[src/rtl/adat_rx_frame_parser.sv]
// ADAT receive frame parser.
// Turns the recovered NRZ bit stream into per-channel 24-bit samples,
// frame user bits and frame timing. It recognises the zero-run sync,
// checks every nibble separator and tracks lock across frames.
module adat_rx_frame_parser #(
  parameter int SYNC_ZEROS = 10,
  parameter int TIMEOUT    = 64
) (
  input  logic        i_clk,
  input  logic        i_rst,
  input  logic        i_bit,
  input  logic        i_bit_valid,
  output logic [23:0] o_data,
  output logic [2:0]  o_channel,
  output logic        o_data_valid,
  output logic [3:0]  o_user_bits,
  output logic [11:0] o_frame_time,
  output logic        o_sync,
  output logic        o_frame_start
);

  localparam int                IDLE_W    = $clog2(TIMEOUT + 1);
  localparam logic [4:0]        SYNC_MIN  = 5'(SYNC_ZEROS);
  localparam logic [IDLE_W-1:0] IDLE_LAST = IDLE_W'(TIMEOUT - 1);
  localparam logic [IDLE_W-1:0] IDLE_MAX  = IDLE_W'(TIMEOUT);

  typedef enum logic [1:0] {HUNT, USER, SEP, NIB} state_t;

  state_t            state;
  logic [4:0]        zero_cnt;
  logic [1:0]        bit_cnt;
  logic [2:0]        nib_idx;
  logic [2:0]        chan_idx;
  logic [3:0]        user_sr;
  logic [23:0]       data_sr;
  logic [11:0]       frame_cnt;
  logic [IDLE_W-1:0] idle_cnt;

  logic              start_hit;
  logic              timeout_hit;
  logic [3:0]        user_next;
  logic [23:0]       data_next;

  assign start_hit   = i_bit_valid && (state == HUNT) && i_bit && (zero_cnt >= SYNC_MIN);
  // The timeout fires on the clock that would take the idle count to TIMEOUT;
  // a strobe in that same clock takes priority.
  assign timeout_hit = !i_bit_valid && (idle_cnt == IDLE_LAST);
  assign user_next   = {user_sr[2:0], i_bit};
  assign data_next   = {data_sr[22:0], i_bit};

  // Payload shift registers: pure data, fully overwritten before every use.
  always_ff @(posedge i_clk) begin
    if (i_bit_valid) begin
      if (state == USER) user_sr <= user_next;
      if (state == NIB)  data_sr <= data_next;
    end
  end

  // Idle counter: clocks since the last bit strobe, saturating at TIMEOUT.
  always_ff @(posedge i_clk or negedge i_rst) begin
    if (!i_rst) begin
      idle_cnt <= '0;
    end else if (i_bit_valid) begin
      idle_cnt <= '0;
    end else if (idle_cnt != IDLE_MAX) begin
      idle_cnt <= idle_cnt + 1'b1;
    end
  end

  // Frame timer: the value latched is the number of clocks between the two
  // most recent frame starts (the start clock itself included), capped at 4095.
  always_ff @(posedge i_clk or negedge i_rst) begin
    if (!i_rst) begin
      frame_cnt    <= '0;
      o_frame_time <= '0;
    end else if (start_hit) begin
      o_frame_time <= (frame_cnt == 12'hFFF) ? 12'hFFF : frame_cnt + 12'd1;
      frame_cnt    <= '0;
    end else if (frame_cnt != 12'hFFF) begin
      frame_cnt <= frame_cnt + 12'd1;
    end
  end

  // Frame state machine with registered outputs; advances only on bit strobes.
  always_ff @(posedge i_clk or negedge i_rst) begin
    if (!i_rst) begin
      state         <= HUNT;
      zero_cnt      <= '0;
      bit_cnt       <= '0;
      nib_idx       <= '0;
      chan_idx      <= '0;
      o_data        <= '0;
      o_channel     <= '0;
      o_data_valid  <= 1'b0;
      o_user_bits   <= '0;
      o_sync        <= 1'b0;
      o_frame_start <= 1'b0;
    end else begin
      o_data_valid  <= 1'b0;
      o_frame_start <= 1'b0;
      if (i_bit_valid) begin
        case (state)
          HUNT: begin
            if (!i_bit) begin
              if (zero_cnt != 5'd31) zero_cnt <= zero_cnt + 5'd1;
            end else if (zero_cnt >= SYNC_MIN) begin
              o_frame_start <= 1'b1;
              state         <= USER;
              bit_cnt       <= '0;
              nib_idx       <= '0;
              chan_idx      <= '0;
              zero_cnt      <= '0;
            end else begin
              // A one ending a too-short zero run is a sync error.
              zero_cnt <= '0;
              o_sync   <= 1'b0;
            end
          end
          USER: begin
            bit_cnt <= bit_cnt + 2'd1;
            if (bit_cnt == 2'd3) begin
              o_user_bits <= user_next;
              state       <= SEP;
            end
          end
          SEP: begin
            if (i_bit) begin
              state   <= NIB;
              bit_cnt <= '0;
            end else begin
              // The bad separator is itself the first zero of a new sync run.
              o_sync   <= 1'b0;
              zero_cnt <= 5'd1;
              state    <= HUNT;
            end
          end
          NIB: begin
            bit_cnt <= bit_cnt + 2'd1;
            if (bit_cnt == 2'd3) begin
              if (nib_idx == 3'd5) begin
                o_data       <= data_next;
                o_channel    <= chan_idx;
                o_data_valid <= 1'b1;
                nib_idx      <= '0;
                if (chan_idx == 3'd7) begin
                  o_sync   <= 1'b1;
                  state    <= HUNT;
                  zero_cnt <= '0;
                end else begin
                  chan_idx <= chan_idx + 3'd1;
                  state    <= SEP;
                end
              end else begin
                nib_idx <= nib_idx + 3'd1;
                state   <= SEP;
              end
            end
          end
          default: state <= HUNT;
        endcase
      end else if (timeout_hit) begin
        o_sync   <= 1'b0;
        state    <= HUNT;
        zero_cnt <= '0;
      end
    end
  end

endmodule

[config.mk]
export PLATFORM = sky130hd
export DESIGN_NAME = adat_rx_frame_parser
export DESIGN_NICKNAME = d
export VERILOG_FILES = /design/src/rtl/adat_rx_frame_parser.sv
export SDC_FILE = /design/constraint.sdc
export NUM_CORES = 1
export LEC_CHECK = 0
export ABC_AREA = 0
export BUFFER_PORTS_ARGS = -buffer_cell sky130_fd_sc_hd__buf_4
export CORE_MARGIN = 2
export CORE_UTILIZATION = 55
export DETAILED_ROUTE_END_ITERATION = 10
export PLACE_DENSITY = 0.75
export SYNTH_ARGS = -nofsm -noshare
export SYNTH_HDL_FRONTEND = slang
export SYNTH_SLANG_ARGS = --single-unit
[constraint.sdc]
create_clock -name i_clk -period 6.31 [get_ports i_clk]
set_clock_uncertainty 0.1 [all_clocks]
set_input_delay 0.9465 -clock i_clk [delete_from_list [all_inputs] [get_ports i_clk]]
set_output_delay 0.9465 -clock i_clk [all_outputs]
set_load 0.05 [all_outputs]
==> flow_metrics.py <==
metrics = {
    "sta": {
        "slew_viol_final": 0,
        "hold_violations": 0,
        "worst_slack_ns": 4.02,
        "slew_headroom_pct": 32.0,
        "fin_tns_setup_ns": 0,
        "setup_viol": 0,
        "rsz0062_at_grt": "false",
        "finalCriticalPeriod_ns": 2.29,
        "worst_pin_slew_ns": 1.02,
        "max_freq_mhz": 436,
        "fin_crit_sh_pct": 36.3,
    },
    "yosys": {
        "synthTopCellsByArea": "dfrtp_1 44%, edfxtp_1 17%, mux2_4 6.2%",
        "synthArstFlopShare_pct": 75.5,
        "syn_avg_cell_area_sq_um": 13.4,
        "synth_area_sq_um": 4580,
        "synth_area_leader_cell": "dfrtp_1",
        "synth_edf_count": 26,
        "yosysMostFrequentCell": "dfrtp_1",
        "synth_top_area_share_pct": 43.7,
        "synth.distinct_cells": 57,
        "ys_seq_area_share_pct": 60.8,
        "synth_top_cells_by_count": "80 x dfrtp_1, 30 x nor2_1, 26 x edfxtp_1",
        "yosys_warnings": 0,
        "syn-instance-count": 342,
        "synth_nets": 355,
        "synth_seq_cells": 106,
        "ys.flop_type": "dfrtp_1",
    },
    "final_layout": {
        "fillers": 575,
        "fin_util_pct": 64.1,
        "syn2layout_area_growth_pct": 13.8,
        "stdcell_area_sq_um": 5210,
        "n_antenna_cell": 0,
        "fin_nets": 402,
        "drive_above_1_share_pct": 29.2,
        "seq_area_sq_um": 2780,
        "multiInputGateArea_sq_um": 1630,
    },
    "routing": {
        "post_drt_wl_per_cell_um": 15.3,
        "drcViolationCount": 0,
        "route.final.wire_length_mm": 7.62,
        "drtIter0Drc": 100,
        "dr_total_vias": 2729,
        "postRouteAntennaNets": 0,
        "vias_per_cell": 5.47,
        "firstDrtPassIters": 4,
    },
    "run": {
        "cap_viol_max_count": 0,
    },
    "setup_path": {
        "crit_buf_inv": 0,
        "start_kind": "flip-flop",
        "cp_slowest_cell": "dfrtp_1",
        "crit_arrival_ns": 2.45,
        "crit_family": "simple AND/OR/NAND/NOR gates",
        "slowest_delay_ns": 0.72,
        "critPathMaxFanout": 28,
        "endpoint_kind": "flip-flop",
        "r2r_slack_ns": 4.02,
        "crit_required_ns": 6.47,
        "path_class": "reg -> reg",
        "worstPathCellList": "and4_1 -> and2_4 -> nand3_4 -> mux2_4",
    },
    "min_path": {
        "hold_class": "reg -> reg",
    },
    "placed_design": {
        "place_area_sq_um": 5000,
        "dp_slack_ns": 3.69,
        "gp_congestion": 0.742,
        "numPortBuffers": 49,
        "dp_hpwl_mm": 4.96,
    },
    "grt": {
        "grt_max_degree": 81,
        "grt_usage_pct": 18.1,
        "grt_pass1_wl_mm": 12.5,
        "gr-total-overflow": 0,
        "antenna_found_initial": 0,
        "first_global_vias": 2514,
    },
    "clock_tree": {
        "cts_tree": "yes",
        "clkTransAtPathRegs_ns": 0.13,
        "clk_latency_ns": 0.38,
        "cts_setup_buffers": 0,
        "cts_resized": 0,
        "cts-root-buf": "clkbuf_8",
        "cts_hold_buf": 0,
        "clkSinkCount": 106,
        "clk_path_buf_depth": 2,
        "htreeDepth": 3,
        "cts_buffers": 9,
    },
    "power_and_ir_drop": {
        "p_total_mw": 1.64,
        "p_per_area_nw_per_um2": 315,
        "irDropWorstVdd_mv": 0.162,
        "leakagePower_nw": 2.43,
    },
    "floorplanning": {
        "die-area_sq_um": 9070,
        "die_w_um": 95.2,
        "num_rows": 33,
        "io_pins": 50,
        "initial_core_util_pct": 56.3,
        "core-area_sq_um": 8130,
        "die_h_um": 95.2,
    },
    "outcome": {
        "outcome": "complete, no violations",
    },
}
-- metrics by stage --
step / std cells / hold WS (ns)
finish: 499 / 0.352
global route: 499 / 0.364
CTS: 499 / 0.360
detailed placement: 483 / 0.331
global placement: 483 / 0.330
floorplan: 342 / 0.322
-- where the power goes --
group          internal (mW)  switching [mW]
combinational          0.134           0.209
sequential             0.778          0.0834
clock                  0.165           0.272
total                   1.08           0.564
-- state kept, by name, summed over array words and instances (netlist names), 4 cells and up --
name	cells
zero_cnt	5
o_frame_time	12
frame_cnt	12
idle_cnt	7
o_user_bits	4
data_sr	23
o_data	24
-- layout make-up --
type | count | area share (%)
Clock buffer | 9 | 2.38
Clock inverter | 7 | 1.75
Inverter | 20 | 1.44
Multi-Input combinational cell | 202 | 31.3
Sequential cell | 106 | 53.4
Tap cell | 105 | 2.52
Timing Repair Buffer | 50 | 7.20
-- final timing paths --
check                           cells after the start        start     endpoint
worst max-delay path                                4     state[0]    o_data[7]
worst min-delay path                                0  data_sr[19]  data_sr[20]
worst max register to register                      4     state[0]    o_data[7]
worst min register to register                      0  data_sr[19]  data_sr[20]
max in group asynchronous                           1        i_rst  zero_cnt[1]
min in group asynchronous                           1        i_rst   o_data[11]
-- logic make-up after synthesis --
| logic type | Yosys count | synth area share, % |
|---|---|---|
| adder cells (fa/ha/maj) | 9 | 2.46 |
| AND/OR/NAND/NOR | 89 | 11.5 |
| buffers and inverters | 34 | 3.58 |
| AO/OA/AOI/OAI | 46 | 6.72 |
| multiplexers | 48 | 13.0 |
| flip-flops | 106 | 60.8 |
| XOR/XNOR | 10 | 1.91 |
-- layer usage --
| layer | part of all wire [%] | global-route usage, % | vias up |
|---|---|---|---|
| li1 | - | - | 1315 |
| met1 | 47 | 25.9 | 1347 |
| met2 | 48 | 27.1 | 56 |
| met3 | 3.5 | 3.95 | 11 |
| met4 | 1.4 | 7.25 | 0 |
| met5 | 0 | 0 | - |
-- cells in the final DEF (no fill, tap or decap), types with 3 or more instances in the layout --
| cell type | n |
|---|---|
| o21ai_0 | 7 |
| nand3_1 | 6 |
| inv_8 | 3 |
| nand2_1 | 17 |
| nor4_1 | 3 |
| mux2_2 | 17 |
| clkbuf_8 | 9 |
| ha_1 | 9 |
| o31ai_1 | 3 |
| mux2_4 | 19 |
| nor2_1 | 30 |
| and3_1 | 4 |
| dfrtp_1 | 80 |
| mux2i_1 | 12 |
| a31oi_1 | 8 |
| edfxtp_1 | 26 |
| o211ai_1 | 4 |
| a21oi_1 | 9 |
| xnor2_1 | 8 |
| nor3_1 | 5 |
| inv_1 | 20 |
| buf_4 | 50 |
Note: power is estimated with default switching activity, not from simulation.
